==> src/rtl/fetch_pkg.sv <==
// Shared encodings for the instruction fetch sequencer: memory commands,
// FSM states and the opcode that stops fetching.
package fetch_pkg;

    typedef enum logic [1:0] {
        MEM_NONE = 2'b00,
        MEM_READ = 2'b01
    } mem_cmd_e;

    typedef enum logic [1:0] {
        S_RESET = 2'b00,
        S_FETCH = 2'b01,
        S_EXEC  = 2'b10,
        S_HALT  = 2'b11
    } state_e;

    localparam logic [2:0] HALT_OPCODE = 3'b111;

endpackage

==> src/rtl/fetch_unit_pc_counter.sv <==
// Program counter register: sync reset to RESET_PC, +1 with wrap on inc,
// branch target on load (load wins over inc).
module pc_counter
    import fetch_pkg::*;
#(
    parameter int                ADDR_W   = 9,
    parameter logic [ADDR_W-1:0] RESET_PC = '0
) (
    input  logic              clk,
    input  logic              reset,
    input  logic              inc,
    input  logic              load,
    input  logic [ADDR_W-1:0] target,
    output logic [ADDR_W-1:0] pc
);

    always_ff @(posedge clk) begin
        if (reset) begin
            pc <= RESET_PC;
        end else if (load) begin
            pc <= target;
        end else if (inc) begin
            pc <= pc + ADDR_W'(1);
        end
    end

endmodule

==> src/rtl/fetch_unit.sv <==
// Instruction fetch sequencer: reads memory at pc, loads the IR, starts the
// execute datapath and waits for it. Optional halt opcode via FETCH_HALT_EN.
module fetch_unit
    import fetch_pkg::*;
#(
    parameter int                ADDR_W   = 9,
    parameter int                INSN_W   = 16,
    parameter logic [ADDR_W-1:0] RESET_PC = '0
) (
    input  logic              clk,
    input  logic              reset,
    output logic [1:0]        mem_cmd,
    output logic [ADDR_W-1:0] mem_addr,
    input  logic [INSN_W-1:0] mem_rdata,
    input  logic              mem_valid,
    output logic [INSN_W-1:0] ir_in,
    output logic              ir_load,
    output logic              exec_start,
    input  logic              exec_done,
    input  logic              branch_taken,
    input  logic [ADDR_W-1:0] branch_target,
    output logic [ADDR_W-1:0] pc,
    output logic              halted
);

    state_e state;
    state_e state_next;
    logic   exec_start_next;
    logic   halt_hit;
    logic   pc_inc;
    logic   pc_load;

`ifdef FETCH_HALT_EN
    assign halt_hit = (mem_rdata[INSN_W-1 -: 3] == HALT_OPCODE);
    assign halted   = (state == S_HALT);
`else
    assign halt_hit = 1'b0;
    assign halted   = 1'b0;
`endif

    assign mem_addr = pc;
    assign ir_in    = mem_rdata;

    pc_counter #(
        .ADDR_W   (ADDR_W),
        .RESET_PC (RESET_PC)
    ) u_pc (
        .clk    (clk),
        .reset  (reset),
        .inc    (pc_inc),
        .load   (pc_load),
        .target (branch_target),
        .pc     (pc)
    );

    always_ff @(posedge clk) begin
        if (reset) begin
            state      <= S_RESET;
            exec_start <= 1'b0;
        end else begin
            state      <= state_next;
            exec_start <= exec_start_next;
        end
    end

    always_comb begin
        state_next      = state;
        mem_cmd         = MEM_NONE;
        ir_load         = 1'b0;
        exec_start_next = 1'b0;
        pc_inc          = 1'b0;
        pc_load         = 1'b0;
        case (state)
            S_RESET: begin
                state_next = S_FETCH;
            end
            S_FETCH: begin
                mem_cmd = MEM_READ;
                // The IR must not capture anything while reset is being applied.
                if (mem_valid && !reset) begin
                    ir_load = 1'b1;
                    pc_inc  = 1'b1;
                    if (halt_hit) begin
                        state_next = S_HALT;
                    end else begin
                        state_next      = S_EXEC;
                        exec_start_next = 1'b1;
                    end
                end
            end
            S_EXEC: begin
                if (exec_done) begin
                    pc_load    = branch_taken;
                    state_next = S_FETCH;
                end
            end
            S_HALT: begin
                state_next = S_HALT;
            end
            default: begin
                state_next = S_RESET;
            end
        endcase
    end

endmodule

==> config.mk <==
export PLATFORM = sky130hd
export DESIGN_NAME = fetch_unit
export DESIGN_NICKNAME = d
export VERILOG_FILES = /design/src/rtl/fetch_pkg.sv /design/src/rtl/fetch_unit_pc_counter.sv /design/src/rtl/fetch_unit.sv
export SDC_FILE = /design/constraint.sdc
export NUM_CORES = 1
export LEC_CHECK = 0
export CORE_ASPECT_RATIO = 1.25
export CORE_MARGIN = 1
export CORE_UTILIZATION = 35
export DETAILED_ROUTE_END_ITERATION = 6
export PLACE_DENSITY = 0.93
export SETUP_SLACK_MARGIN = 0.5
export SLEW_MARGIN = 20
export SYNTH_ARGS = -nofsm -noshare
export SYNTH_HDL_FRONTEND = slang
export SYNTH_HIERARCHICAL = 1
export SYNTH_SLANG_ARGS = --single-unit
==> constraint.sdc <==
create_clock -name clk -period 5.15 [get_ports clk]
set_input_delay 1.03 -clock clk [delete_from_list [all_inputs] [get_ports clk]]
set_output_delay 1.03 -clock clk [all_outputs]
set_load 0.02 [all_outputs]
# --- Word-level counts from Yosys, hierarchy flattened ---
# Cells that the tools add are included.
# Widths: inputs -> output; s select.
classes:
  n_addsub: 1
  n_eq_ne: 5
  muxes: 10
  n_reduce_logical: 5
op_table:
  columns: ["operator", "n"]
  rows:
  - ["$mux 9", 2]
  - ["$add 9x1->9 const B", 1]
  - ["$pmux 2 s4", 1]
  - ["$mux 1", 5]
  - ["$eq 2x2->1 const B", 2]
  - ["$mux 2", 2]
  - ["$ne 2x2->1 const B", 2]
  - ["$eq 2x1->1 const B", 1]
  - ["$logic_not 2->1", 1]
  - ["$reduce_and 2->1", 1]
  - ["$reduce_bool 2->1", 1]
  - ["$logic_and 1x1->1", 1]
  - ["$logic_not 1->1", 1]
totals:
  ff_bits: 12
  output_inout_bits: 39

# --- Logic depth before layout (Yosys ltp) ---
# Gate-level depths: netlist of run 1.
depth:
  ltp_word: 6
  ltp_mapped: 6

# --- Hierarchy ---
# Netlist of run 1, hierarchy kept.
by_module_without_submodules:
  columns: ["mod", "instances", "cells_per_inst", "area_each_um2", "seq_area_each_um2"]
  rows:
  - ["pc_counter", 1, 61, 508.0, 180.2]
  - ["fetch_unit", 1, 42, 354.1, 60.1]

# --- Worst setup path before layout of run 1 ---
# No wires, ideal clock.
synth_timing:
  path_type: "input to register"
  from: "input port reset"
  to: "register u_pc.pc[8]"
  setup_time_ns: 0.079
  arrival_ns: 2.329
  required_ns: 5.071
  setup_slack_ns: 2.742
  cell_stages: 4
  n_path_buf: 0
  path_cell_list: "and3b_1 > or3b_1 > or4_1 > o211ai_1"
synth_between:
  elab_chain_len: 5
synth_lines:
  columns: ["item", "line", "source"]
  rows:
  - ["start, declared", "fetch_unit.sv:11", "input logic reset,"]
  - ["$logic_not 1->1", "fetch_unit.sv:80", "if (mem_valid && !reset) begin"]
  - ["$logic_and 1x1->1", "fetch_unit.sv:80", null]
  - ["$mux 1", null, null]
  - ["$mux 1", "fetch_unit.sv:73", "case (state)"]
  - ["$reduce_bool 2->1 (no source line)", null, null]
  - ["end signal, assigned", "fetch_unit_pc_counter.sv:21", "pc <= target;"]
  - ["end signal, assigned", "fetch_unit_pc_counter.sv:23", "pc <= pc + ADDR_W'(1);"]
  - ["end, declared", "fetch_unit_pc_counter.sv:14", "output logic [ADDR_W-1:0] pc"]
# Parallel ways exist; a longest one is shown, timed or not.
# A chain may end at the register's enable or synchronous reset.

# --- Final worst setup path of run 1 ---
layout_timing:
  from: "input port reset"
  to: "output port ir_load"
layout_between:
  elab_chain_len: 4
layout_lines:
  columns: ["item", "line", "source"]
  rows:
  - ["$logic_not 1->1", "fetch_unit.sv:80", null]
  - ["$logic_and 1x1->1", "fetch_unit.sv:80", null]
  - ["$mux 1", null, null]
  - ["$mux 1", "fetch_unit.sv:73", null]
  - ["end, declared", "fetch_unit.sv:17", "output logic ir_load,"]
# Every way passes these cells.

==> results of run 1 <==
per-stage QoR:
step / util / cells / hold WS [ns] / total power (W)
global placement: 0.455 / 139 / 0.524 / 0.000142
floorplan: - / 104 / 0.504 / 0.000142
detailed placement: 0.455 / 139 / 0.541 / 0.000144
CTS: 0.471 / 143 / 0.557 / 0.000219
global route: 0.474 / 143 / 0.607 / 0.000227
finish: 0.474 / 143 / 0.562 / 0.000217
tightest hold or removal path: stages (launching register included):
cell and delay [ns]:
dfxtp_1 0.37, nand2b_1 0.09, a21oi_1 0.05
how the worst max path moves through the flow:
stage,start,endpoint,cells after the start
floorplan,reset,u_pc/pc[8]$_SDFFE_PP0P_,4
global placement,reset,ir_load,3
detailed placement,reset,ir_load,3
CTS,reset,ir_load,3
global route,reset,ir_load,3
finish,reset,ir_load,3
power breakdown:
group          switching, W  internal [W]
clock             0.0000323     0.0000429
combinational     0.0000188     0.0000223
sequential       0.00000521     0.0000960
total             0.0000563      0.000161
cell families after synthesis:
logic type	synth area share
XOR/XNOR	0.0406
AND/OR/NAND/NOR	0.232
flip-flops	0.279
other	0.00435
adder cells (fa/ha/maj)	0.0145
buffers and inverters	0.264
multiplexers	0.0131
AO/OA/AOI/OAI	0.152
registers in the layout (all words and copies together), names as in the netlist:
signal,count
exec_start,1
u_pc/pc,9
state,2
per-layer routing:
metal / wire [µm] / track usage / part of all wire / vias to the layer above
met5: 0 / 0 / 0 / -
met1: 779 / 0.159 / 0.40 / 342
met2: 1010 / 0.264 / 0.52 / 36
li1: - / - / - / 356
met4: 38 / 0.0798 / 0.019 / 0
met3: 127 / 0.0127 / 0.065 / 4
cell type report:
class / count / area [µm²]
tap: 31 / 38.8
fill: 227 / 1190
inverter: 3 / 11.3
timing repair buffer: 34 / 340
clock buffer: 4 / 36.3
sequential: 12 / 240
multi-input combinational: 59 / 403
Yosys cell counts (all sizes together):
cell	n
mux2	1
a21oi	6
clkinv	1
nor3	1
nand2b	1
nand3	3
and3b	2
nand2	6
a311oi	2
nor3b	5
buf	29
inv	2
or3	1
o211ai	6
clkbuf	1
nand4	4
nor2b	1
conb	1
ha	1
or3b	1
o21ai	2
xor2	4
dfxtp	12
or4	3
nor2	4
a211oi	3
==> metrics, run 1 <==
H-tree depth=1; die height=57.5 µm; RePlAce Congestion=0.871; Hold Buf Count CTS=0; Cell variety after synth=30; initial antenna violation count=0; Synth Instances=103; pre-CTS setup slack=1.14 ns; CP Buf/Inv Count=2; Setup CP Type=input pin to primary output; Core Region=0.00226 mm²; endpoints failing setup=0; most common cell after layout, fill and taps aside=clkdlybuf4s50_1; clk slew on worst S/H paths=0.08 ns; most frequent CP cell=clkdlybuf4s50_1; Max-Cap Viols=0; Worst R2R Path Depth=5; commonest cells after routing, fill and taps aside=34 x clkdlybuf4s50_1, 12 x dfxtp_1, 6 x nand2_1, 6 x a21oi_1, 6 x o211ai_1; post-synthesis sequential area ratio=0.279; Post-CTS Setup Inserts=0; DR DRC count=0; hold_sp=state[1]$_SDFFE_PP0P_; HPWL Detailed=1480 µm; Worst R2R Setup Slack=2.89 ns; maximum VDD drop=0.166 mV; CTS Buf Count=3; RR Endpoint=u_pc/pc[7]$_SDFFE_PP0P_; first-pass GRT wire length=2920 µm; synth warn=6; endpoints failing hold=0; dpl cell area=0.00103 mm²; RSZ-0062 raised after global routing=no; vias per cell=5.16; post-route ant nets=0; worst hold path class=flip-flop to flip-flop; Max-slew headroom=0.557; FF+latch count, synth=12; pin count of the biggest net entering global routing=16; TritonRoute pass-1 iters=4; status=complete, no violations; CTS max path bufs=2; Die ar.=0.00267 mm²; vias in the first global route=674; I/O Buffers=34; post-layout min period=4.03 ns; area delta synth->final=24.1%; synth top area cells=dfxtp_1 28%, buf_4 24%, o211ai_1 5.2%, xor2_1 4.1%, a21oi_1 3.5%; Initial Util=0.382; Clock Latency Late Sink=0.27 ns; Slowest-stage cell, CP=clkdlybuf4s50_1; Avg Cell Area, Syn=8.37 µm²; largest area contributor in the netlist=dfxtp_1; Worst Path Required=4.12 ns; CTS tree=done; CP max stage delay=0.70 ns; cell area power density=203 mW/mm²; Critical Path Start Type=input pin; CP Data Arrival Time=3.00 ns; layout cells sized above 1=0.0804; Sum Neg Setup Slack=0 ns; Die W=46.4 µm; Clock Sinks=12; critical path cell sequence=clkdlybuf4s50_1 -> and3b_1 -> clkdlybuf4s50_1; Lkg Pwr=0.356 nW; WHS Path Cells=2; Worst Hold End=state[1]$_SDFFE_PP0P_; nets=144; Mapped Area=862 µm²; Layout Cell Area excl Fill=0.00107 mm²; final clock skew=0.00596 ns; total routed wirelength=1960 µm; Max Slew Vio Count=0; Peak Freq=248 MHz; # diodes=0; clock root cell=clkbuf_4; routed length per instance=13.7 µm; largest fanout on the critical path=15; row cnt=19; critical path capture point type=primary output; Top delay family on crit path=buffers and inverters; post_cts resized=0; routed vias=738; GRT Overall Usage=0.147; post-synth top area share=0.279; total gr overflow=0; r2r startpoint=state[0]$_SDFFE_PP0P_; DRT iter0 DRCs=11; Tcrit/Tclk final=0.782; PnR worst setup slack=1.12 ns; I/O pin count=69; worst slew pin tran=0.660 ns
No activity file was read; power rests on OpenSTA's default activity.
==> run 2, diff against run 1 <==
--- a/config.mk
+++ b/config.mk
@@ -7,9 +7,9 @@
 export LEC_CHECK = 0
 export CORE_ASPECT_RATIO = 1.25
 export CORE_MARGIN = 1
-export CORE_UTILIZATION = 35
+export CORE_UTILIZATION = 32
 export DETAILED_ROUTE_END_ITERATION = 6
-export PLACE_DENSITY = 0.93
+export PLACE_DENSITY = 0.87
 export SETUP_SLACK_MARGIN = 0.5
 export SLEW_MARGIN = 20
 export SYNTH_ARGS = -nofsm -noshare
==> constraint.sdc (replaced) <==
create_clock -name clk -period 3.9 [get_ports clk]
set_input_delay 0.78 -clock clk [delete_from_list [all_inputs] [get_ports clk]]
set_output_delay 0.78 -clock clk [all_outputs]
set_load 0.02 [all_outputs]
==> metrics, run 2 (same netlist as run 1, synthesis figures left out) <==
wl on met1=723 µm; commonest cells after routing, fill and taps aside=34 x clkdlybuf4s50_1, 12 x dfxtp_1, 6 x nand2_1, 6 x a21oi_1, 6 x o211ai_1; vias per cell=5.05; first-pass GRT wire length=2840 µm; Slowest-stage cell, CP=clkdlybuf4s50_1; post-layout min period=3.00 ns; Worst Hold End=state[1]$_SDFFE_PP0P_; Clock Sinks=12; I/O pin count=69; power share of the clock group=0.338; CP max stage delay=0.61 ns; total gr overflow=0; Reg with most FFs=u_pc/pc; Peak Freq=334 MHz; nets=147; worst hold path class=flip-flop to flip-flop; Max-Cap Viols=0; Post-CTS Setup Inserts=0; Top delay family on crit path=buffers and inverters; Sum Neg Setup Slack=0 ns; critical path capture point type=primary output; CP Buf/Inv Count=3; vias in the first global route=691; GRT Overall Usage=0.123; Initial Util=0.345; final clock skew=0.00159 ns; total routed wirelength=1780 µm; Max Slew Vio Count=0; pin count of the biggest net entering global routing=16; routed wl met3=95 µm; status=complete, no violations; DRT iter0 DRCs=14; Seq pwr share=0.470; RePlAce Congestion=0.726; HPWL Detailed=1400 µm; cell area power density=261 mW/mm²; largest fanout on the critical path=15; die height=60.0 µm; I/O Buffers=34; post_cts resized=0; hold_sp=state[1]$_SDFFE_PP0P_; CTS Buf Count=3; most common cell after layout, fill and taps aside=clkdlybuf4s50_1; RR Endpoint=u_pc/pc[8]$_SDFFE_PP0P_; # diodes=0; endpoints failing hold=0; layout cells sized above 1=0.0957; H-tree depth=1; post-route ant nets=0; area delta synth->final=26.4%; r2r startpoint=state[0]$_SDFFE_PP0P_; routed vias=747; most frequent CP cell=clkdlybuf4s50_1; endpoints failing setup=0; routed length per instance=12.0 µm; met2 WL=956 µm; Die W=48.4 µm; sw frac=0.247; RSZ-0062 raised after global routing=no; Psw=0.0000701 W; CTS max path bufs=2; row cnt=20; Top Registers=u_pc/pc: 9 flops, state: 2 flops, exec_start: 1 flops; Die ar.=0.00291 mm²; Worst Path Required=3.12 ns; TritonRoute pass-1 iters=4; Clock Latency Late Sink=0.26 ns; WHS=0.568 ns; internal power=0.000214 W; clock root cell=clkbuf_4; WHS Path Cells=2; clk slew on worst S/H paths=0.07 ns; Setup CP Type=input pin to primary output; CTS tree=done; initial antenna violation count=0; DR DRC count=0; Core Region=0.00250 mm²; maximum VDD drop=0.173 mV; top sig layer=met3; Critical Path Start Type=input pin; Worst R2R Setup Slack=1.85 ns; number of flip-flops in the largest register=9; critical path cell sequence=clkdlybuf4s50_1 -> buf_4 -> and3b_1 -> clkdlybuf4s50_1; CP Data Arrival Time=2.22 ns; Lkg Pwr=0.371 nW; Logic pwr share=0.192; Hold Buf Count CTS=0; Tcrit/Tclk final=0.768; Worst R2R Path Depth=6
## run 2: worst max-delay path by stage
stage	start	to	slack, ns	cells past startpoint
finish	reset	ir_load	0.90	4
global route	reset	ir_load	0.86	4
CTS	reset	ir_load	0.89	4
detailed placement	reset	ir_load	0.89	4
global placement	reset	ir_load	0.92	4
floorplan	reset	u_pc/pc[8]$_SDFFE_PP0P_	1.74	4
## run 2: power by group through the flow
stage,Sequential [W],Combinational (W),Clock (W)
after floorplan,0.000138,0.0000499,0
after global placement,0.000136,0.0000541,0
after detailed placement,0.000137,0.0000547,0
after CTS,0.000134,0.0000549,0.0000975
after global routing,0.000134,0.0000581,0.000104
final,0.000134,0.0000545,0.0000959
## run 2: per-stage QoR
step | total power [W] | cells | utilization | area [µm²] | setup WS, ns
finish | 0.000284 | 148 | 0.436 | 1090 | 0.904
global placement | 0.000190 | 144 | 0.421 | 1050 | 0.923
floorplan | 0.000188 | 104 | - | 866 | 1.74
global route | 0.000296 | 148 | 0.436 | 1090 | 0.861
CTS | 0.000286 | 148 | 0.436 | 1090 | 0.891
detailed placement | 0.000191 | 144 | 0.421 | 1050 | 0.889
## run 2: tightest hold or removal path, stage by stage (launching register included)
cell and delay (ns):
dfxtp_1 0.37, nand2b_1 0.10, a21oi_1 0.06
## run 2: layer usage
metal / track usage / vias to the layer above
li1: - / 363
met5: 0 / -
met4: 0.0252 / 0
met2: 0.249 / 28
met3: 0.0382 / 0
met1: 0.123 / 356
## run 2: layout make-up
cell class,count,area [µm²]
tap,33,41.3
clock buffer,4,36.3
sequential,12,240
inverter,3,11.3
fill,241,1410
timing repair buffer,37,363
multi-input combinational,59,398
